File: config.mk
export PLATFORM = sky130hd
export DESIGN_NAME = layer_out_serializer
export DESIGN_NICKNAME = d
export VERILOG_FILES = /design/src/rtl/fnn_pkg.sv /design/src/rtl/layer_gather_bank.sv /design/src/rtl/layer_out_serializer.sv
export SDC_FILE = /design/constraint.sdc
export NUM_CORES = 1
export LEC_CHECK = 0
export CORE_MARGIN = 2
export CORE_UTILIZATION = 40
export DETAILED_ROUTE_END_ITERATION = 12
export DONT_BUFFER_PORTS = 1
export GPL_TIMING_DRIVEN = 0
export SYNTH_ARGS = -nofsm -noshare
export SYNTH_HDL_FRONTEND = slang
export SYNTH_HIERARCHICAL = 1
export SYNTH_SLANG_ARGS = --single-unit
File: constraint.sdc
create_clock -name clk -period 10.65 [get_ports clk]
set_input_delay 1.5975 -clock clk [delete_from_list [all_inputs] [get_ports clk]]
set_output_delay 1.5975 -clock clk [all_outputs]
set_load 0.005 [all_outputs]
File: src/rtl/fnn_pkg.sv
// rtl/fnn_pkg.sv - shared types and sizing helpers for the layer serializer
package fnn_pkg;

   typedef enum logic {SER_IDLE, SER_SHIFT} ser_state_t;

   localparam int DATA_WIDTH = 16;

   function automatic int clog2_min1(input int n);
      return (n <= 1) ? 1 : $clog2(n);
   endfunction

endpackage

File: src/rtl/layer_gather_bank.sv
// rtl/layer_gather_bank.sv - per-neuron capture slots, filled bitmap, overrun flag
module layer_gather_bank
   import fnn_pkg::*;
#(
   parameter int numNeurons = 30,
   parameter int dataWidth  = DATA_WIDTH
) (
   input  logic                            clk,
   input  logic                            rst,
   input  logic [numNeurons*dataWidth-1:0] in_data,
   input  logic [numNeurons-1:0]           in_valid,
   input  logic                            transfer,
   output logic [numNeurons*dataWidth-1:0] bank,
   output logic                            complete,
   output logic                            overrun
);

   logic [numNeurons-1:0] filled;
   logic [numNeurons-1:0] accept;

   // On a transfer edge the bank is being emptied, so every arriving slot is fresh.
   always_comb begin
      accept = transfer ? in_valid : (in_valid & ~filled);
   end

   assign complete = &filled;

   always_ff @(posedge clk) begin
      if (rst) begin
         filled  <= '0;
         overrun <= 1'b0;
      end else begin
         filled <= (transfer ? '0 : filled) | in_valid;
         if (!transfer && |(in_valid & filled))
            overrun <= 1'b1;
      end
   end

   always_ff @(posedge clk) begin
      for (int i = 0; i < numNeurons; i++) begin
         if (accept[i])
            bank[i*dataWidth +: dataWidth] <= in_data[i*dataWidth +: dataWidth];
      end
   end

endmodule

File: src/rtl/layer_out_serializer.sv
// rtl/layer_out_serializer.sv - gathers one layer's neuron outputs and streams them in slot order
module layer_out_serializer
   import fnn_pkg::*;
#(
   parameter int numNeurons = 30,
   parameter int dataWidth  = DATA_WIDTH
) (
   input  logic                            clk,
   input  logic                            rst,
   input  logic [numNeurons*dataWidth-1:0] in_data,
   input  logic [numNeurons-1:0]           in_valid,
   output logic [dataWidth-1:0]            out_data,
   output logic                            out_valid,
   output logic                            out_last,
   output logic                            busy,
   output logic                            overrun
);

   localparam int            CW   = clog2_min1(numNeurons);
   localparam logic [CW-1:0] LAST = CW'(numNeurons - 1);

   ser_state_t                      state;
   logic [CW-1:0]                   count;
   logic [numNeurons*dataWidth-1:0] shreg;
   logic [numNeurons*dataWidth-1:0] bank;
   logic                            complete;
   logic                            transfer;

   // A new set is taken either from idle or on the final beat, so streams chain without a bubble.
   assign transfer = complete && (state == SER_IDLE || count == LAST);

   layer_gather_bank #(
      .numNeurons (numNeurons),
      .dataWidth  (dataWidth)
   ) u_bank (
      .clk      (clk),
      .rst      (rst),
      .in_data  (in_data),
      .in_valid (in_valid),
      .transfer (transfer),
      .bank     (bank),
      .complete (complete),
      .overrun  (overrun)
   );

   always_ff @(posedge clk) begin
      if (rst) begin
         state     <= SER_IDLE;
         count     <= '0;
         shreg     <= '0;
         out_data  <= '0;
         out_valid <= 1'b0;
         out_last  <= 1'b0;
         busy      <= 1'b0;
      end else if (transfer) begin
         state     <= SER_SHIFT;
         busy      <= 1'b1;
         count     <= '0;
         out_valid <= 1'b1;
         out_data  <= bank[dataWidth-1:0];
         shreg     <= bank >> dataWidth;
         out_last  <= (LAST == '0);
      end else if (state == SER_SHIFT && count != LAST) begin
         count     <= count + CW'(1);
         out_data  <= shreg[dataWidth-1:0];
         shreg     <= shreg >> dataWidth;
         out_last  <= ((count + CW'(1)) == LAST);
      end else begin
         state     <= SER_IDLE;
         busy      <= 1'b0;
         count     <= '0;
         out_valid <= 1'b0;
         out_data  <= '0;
         out_last  <= 1'b0;
      end
   end

endmodule

==> results of run 1 <==
==> state kept, by name, indices dropped and copies added, names as in the netlist <==
name	cells
u_bank/filled	30
shreg	464
state	1
count	5
out_last	1
u_bank/overrun	1
out_data	16
u_bank/bank	480
==> cells in the final DEF, fill, tap and decap left out, types with 16 or more instances in the layout <==
cell	n
a21oi_1	49
clkbuf_16	109
buf_6	22
nand3_1	20
edfxtp_1	480
nor3_2	280
buf_2	111
o211ai_1	16
nor3_1	171
buf_12	32
dfxtp_1	518
buf_4	22
nor2_1	48
buf_8	16
clkbuf_1	90
clkinv_2	17
a21boi_2	28
clkinv_1	18
a211oi_2	444
diode_2	22
mux2i_1	464
==> final cells by class <==
| class | count | area, um^2 |
|---|---|---|
| Tap cell | 1380 | 1730 |
| Multi-Input combinational cell | 1566 | 15200 |
| Sequential cell | 998 | 24800 |
| Clock buffer | 134 | 2880 |
| Inverter | 8 | 30.0 |
| Antenna cell | 22 | 55.1 |
| Buffer | 274 | 1940 |
| Clock inverter | 66 | 703 |
| Fill cell | 9126 | 55900 |
| Timing Repair Buffer | 26 | 468 |
==> how the worst min path moves through the flow <==
stage	start	end	depth (start not counted)
finish	u_bank/bank[470]	shreg[454]	2
global placement	u_bank/bank[471]	shreg[455]	2
CTS	u_bank/bank[470]	shreg[454]	2
global route	shreg[2]	out_data[2]	2
detailed placement	u_bank/bank[470]	shreg[454]	2
floorplan	u_bank/bank[474]	shreg[458]	2
==> report_power, final <==
part | switching, mW | internal (mW)
Clock | 1.57 | 2.21
Sequential | 0.0624 | 4.16
Combinational | 0.122 | 0.0450
Total | 1.75 | 6.41
==> kinds of logic (layout without fill, tap and decap cells) <==
group	count (synthesis)	after routing	synth area share (%)
flops	998	998	59.2
mux	464	464	11.1
xor+xnor	3	3	0.0628
fa+ha+maj	3	3	0.0897
other cells	0	22	0
compound gates	559	559	15.1
buf+inv	282	508	4.70
simple gates	537	537	9.73
==> through the flow <==
step	hold WS [ps]	util, %	setup slack, ps	area, um^2	instances
CTS	490	46.0	5600	47700	4452
finish	486	46.1	5640	47800	4474
floorplan	456	-	6680	41800	2846
detailed placement	476	42.6	5640	44100	4252
global placement	476	42.0	4000	43600	4226
global route	526	46.1	5300	47700	4459
==> critical path, delay by kind of cell (launching register included) <==
family,cells,cell delay [ps]
and+or+nand+nor,3,1000
DFF,1,440
AOI/OAI and AO/OA,2,1140
buffers and inverters,7,2100
==> routing by layer <==
metal	wire (um)	vias to the layer above	track usage (%)	share of wire, %
li1	-	11300	-	-
met1	47900	11900	26.9	40
met2	58500	685	37.0	49
met3	8980	238	6.04	7.5
met4	3320	52	6.25	2.8
met5	335	-	0	0.28
==> metrics, run 1 <==
fin crit period 5010 ps; register area share after synthesis 59.2%; Worst-Margin Slew 1020 ps; Worst Setup SP u_bank/filled[12]; synth top area cells edfxtp_1 (34%), dfxtp_1 (25%), a211oi_2 (13%), mux2i_1 (11%), nor3_2 (6.7%); most common cell in the netlist dfxtp_1; clock sinks 998; Synth cell types 36; number of global-route vias before repair 25,100; Post-synth top cells dfxtp_1 (518), edfxtp_1 (480), mux2i_1 (464); clk_skew 29.4 ps; Leakage 14.4 nW; CTS tree yes; # H-tree levels 3; number of max-cap violations 0; routed vias 24,200; Tightest Hold Check Type flip-flop to flip-flop; critical path type flip-flop to flip-flop; Reg2Reg Setup Slack 5640 ps; synthesized cell area 0.0418 mm^2; Post-Route Setup TNS 0 ps; Num CTS Buffers 106; first-pass GRT wire length 171 mm; warnings from Yosys 6; Worst VDD drop 0.000153 V; fmax 200 MHz; area leader, netlist edfxtp_1; Final ANT Viol Nets 0; Initial Util 40.4%; PwrDens 171 mW/mm^2; Syn Area/Cell 14.7 um^2; cts repair resizes 0; Routability Congestion 0.883; Initial DRT Pass Iterations 5; Synth Register Bits 998; CP endpoint kind flip-flop; Post-synth EDFFs 480; Reg clk slew, reported paths 60 ps; Die Span X 327 um; synthesized instance count 2,846; Worst Reg-to-Reg Cells 12; ys async rst share 0%; Iter 0 DRT Violations 1,719; Core Region 0.104 mm^2; RSZ-0062 raised after global routing false; Finish-stage setup viols 0; worst r2r src u_bank/filled[12]; Synth top area share 34.5%; hold_buf cts 0; status complete, no violations; IO Pins 532; postcts setup bufs 0; syn_nets 3,361; root buf cell clkbuf_16; worst r2r dst u_bank/bank[215]; post-DP HPWL 92.4 mm; crit share post-route 47.0%; Post-synth top flop dfxtp_1; Avg WL per Cell 26.6 um; Worst path max stage delay 750 ps; DIE HEIGHT 327 um; Req. time, crit path 11,050 ps; Hold Vio Cnt, Final 0; Post-route DRC 0; DRT Wirelength 119 mm; Max Root-Sink Buffers 3; CP Data Arrival Time 5410 ps; total power 8.17 mW; Worst setup SP type flip-flop; slowest CP cell a21boi_1; initial antenna violation count 53; total gr overflow 0; fin nets 3,495; slew margin rel. 31.9%; share of layout cells above drive strength 1 36.9%; largest net degree at the start of global routing 17; clock latency on the worst-skew pair 700 ps; via-per-instance ratio 5.40; Rows 118; worst-path cell chain nand4_1 > or4_1 > nor4_2 > buf_2 > buf_2 > clkbuf_1 > inv_1 > a21oi_1 > inv_1 > clkbuf_1 > a21boi_1 > buf_4; Die ar. 0.107 mm^2; fin. max-slew vios 0; Global Route Usage Sum 21.8%; I/O Buffers 0; Layout area overhead 14.2%; peak fanout along the critical path 10; Critical Path Sink u_bank/bank[215]
No activity file was read; power rests on OpenSTA's default activity.
==> inputs of run 2 (changes only) <==
Clock period 10.65 ns to 4.8 ns, I/O delays scaled along.
==> metrics, run 2 (synthesis gave the netlist of run 1 again) <==
CP Data Arrival Time 4760 ps; PwrDens 378 mW/mm^2; Worst Reg-to-Reg Cells 11; slew margin rel. 34.8%; Rows 118; Initial Util 40.4%; Initial DRT Pass Iterations 7; Area after DPL 0.0441 mm^2; Hold Vio Cnt, Final 0; Leakage 14.5 nW; Num CTS Buffers 106; Final Cell Area 0.0479 mm^2; fmax 229 MHz; commonest non-fill, non-tap cells in the layout dfxtp_1 (518), edfxtp_1 (480), mux2i_1 (464); clock latency on the worst-skew pair 700 ps; Multi-input gate area 0.0152 mm^2; clock sinks 998; crit share post-route 91.0%; RSZ-0062 raised after global routing false; Max Root-Sink Buffers 3; hold path depth 1; first-pass GRT wire length 171 mm; hold_buf cts 0; critical path type flip-flop to flip-flop; Finish-stage setup viols 0; DIE HEIGHT 327 um; fin worst setup slack 432 ps; Most Used Layer, Global Route met2; Reg clk slew, reported paths 60 ps; routed vias 24,100; Post-route DRC 0; Post-Route Setup TNS 0 ps; GR Util met2 37.0%; Clock Power Share 46.2%; Die ar. 0.107 mm^2; Die Span X 327 um; met1 GRT Util 26.9%; fin nets 3,498; hold_ws 108 ps; IO Pins 532; CP endpoint kind flip-flop; total power 18.1 mW; Global Route Usage Sum 21.8%; combinational power share 2.1%; # H-tree levels 3; fin crit period 4370 ps; Largest regs u_bank/bank (480), shreg (464), u_bank/filled (30); peak fanout along the critical path 19; Worst VDD drop 0.000339 V; max reg flops 480; number of global-route vias before repair 25,100; fin. max-slew vios 0; Biggest register u_bank/bank; Worst path max stage delay 580 ps; number of max-cap violations 0; slowest CP cell or4_1; Register Area 0.0248 mm^2; fill cell count 9,112; Iter 0 DRT Violations 1,648; Worst setup SP type flip-flop; sequential fraction of design power 51.6%; DRT Wirelength 119 mm; met3 Use GR 6.04%; Tightest Hold Check Type input pin to flip-flop; switching portion of total power 21.4%; non-filler instance count after layout 4,481; I/O Buffers 0; post-DP HPWL 92.4 mm; Worst-Margin Slew 978 ps; Final ANT Viol Nets 0; largest net degree at the start of global routing 17; Final Core Density 46.2%; Placement Setup Slack -213 ps; Core Region 0.104 mm^2; share of layout cells above drive strength 1 37.1%; Placed Cells 4,252; total gr overflow 0; commonest non-fill, non-tap cell in the layout dfxtp_1; worst-path cell chain nand4_1 > or4_1 > nor4_2 > buf_2 > buf_2 > inv_1 > a21oi_1 > inv_1 > clkbuf_1 > a21boi_2 > buf_8; Int Pwr 14.2 mW; Layout area overhead 14.5%; via-per-instance ratio 5.39; CTS tree yes; Routability Congestion 0.883; clk_skew 27.3 ps; Avg WL per Cell 26.6 um; Req. time, crit path 5190 ps; root buf cell clkbuf_16; status complete, no violations; initial antenna violation count 53; P_sw 3.88 mW
run 2: metal layers:
metal  vias up  part of all wire, %
li1      11300                    -
met3       239                  7.5
met2       691                   49
met5         -                 0.26
met1     11900                   40
met4        50                  2.8
run 2: layout make-up:
cell class              instances  share of cell area [%]
repair buffers                 30                    1.14
flip-flops and latches        998                    51.7
well taps                    1380                    3.60
diodes                         26                   0.136
plain buffers                 273                    4.04
multi-input cells            1566                    31.8
inverters                       8                  0.0627
clock inverters                66                    1.47
clock buffers                 134                    6.01
run 2: path summary, 6_finish.rpt:
check	startpoint	endpoint	slack (ps)
setup / recovery	u_bank/filled[12]	u_bank/bank[342]	430
hold / removal	rst	u_bank/overrun	110
setup reg to reg	u_bank/filled[12]	u_bank/bank[342]	430
hold reg to reg	u_bank/bank[470]	shreg[454]	490
run 2: repair_timing:
| item | in CTS | in global routing |
|---|---|---|
| setup buffers | 0 | 4 |
| resized for setup | 2 | 9 |
| endpoints found under the setup margin | 91 | 279 |
| pin swaps | 0 | 4 |
run 2: power by group through the flow:
stage	Combinational (mW)	Clock, mW	Sequential, mW
6_report	0.384	8.38	9.36
2_1_floorplan	0.205	0	9.46
4_1_cts	0.377	8.56	9.36
5_1_grt	0.411	8.89	9.37
3_5_place_dp	0.376	0	9.54
3_3_place_gp	0.296	0	9.56
run 2: critical path, delay by kind of cell (launching register included):
kind | cells | cell delay [ps]
buf+inv | 6 | 1740
simple gates | 3 | 1020
compound gates | 2 | 820
flops | 1 | 470
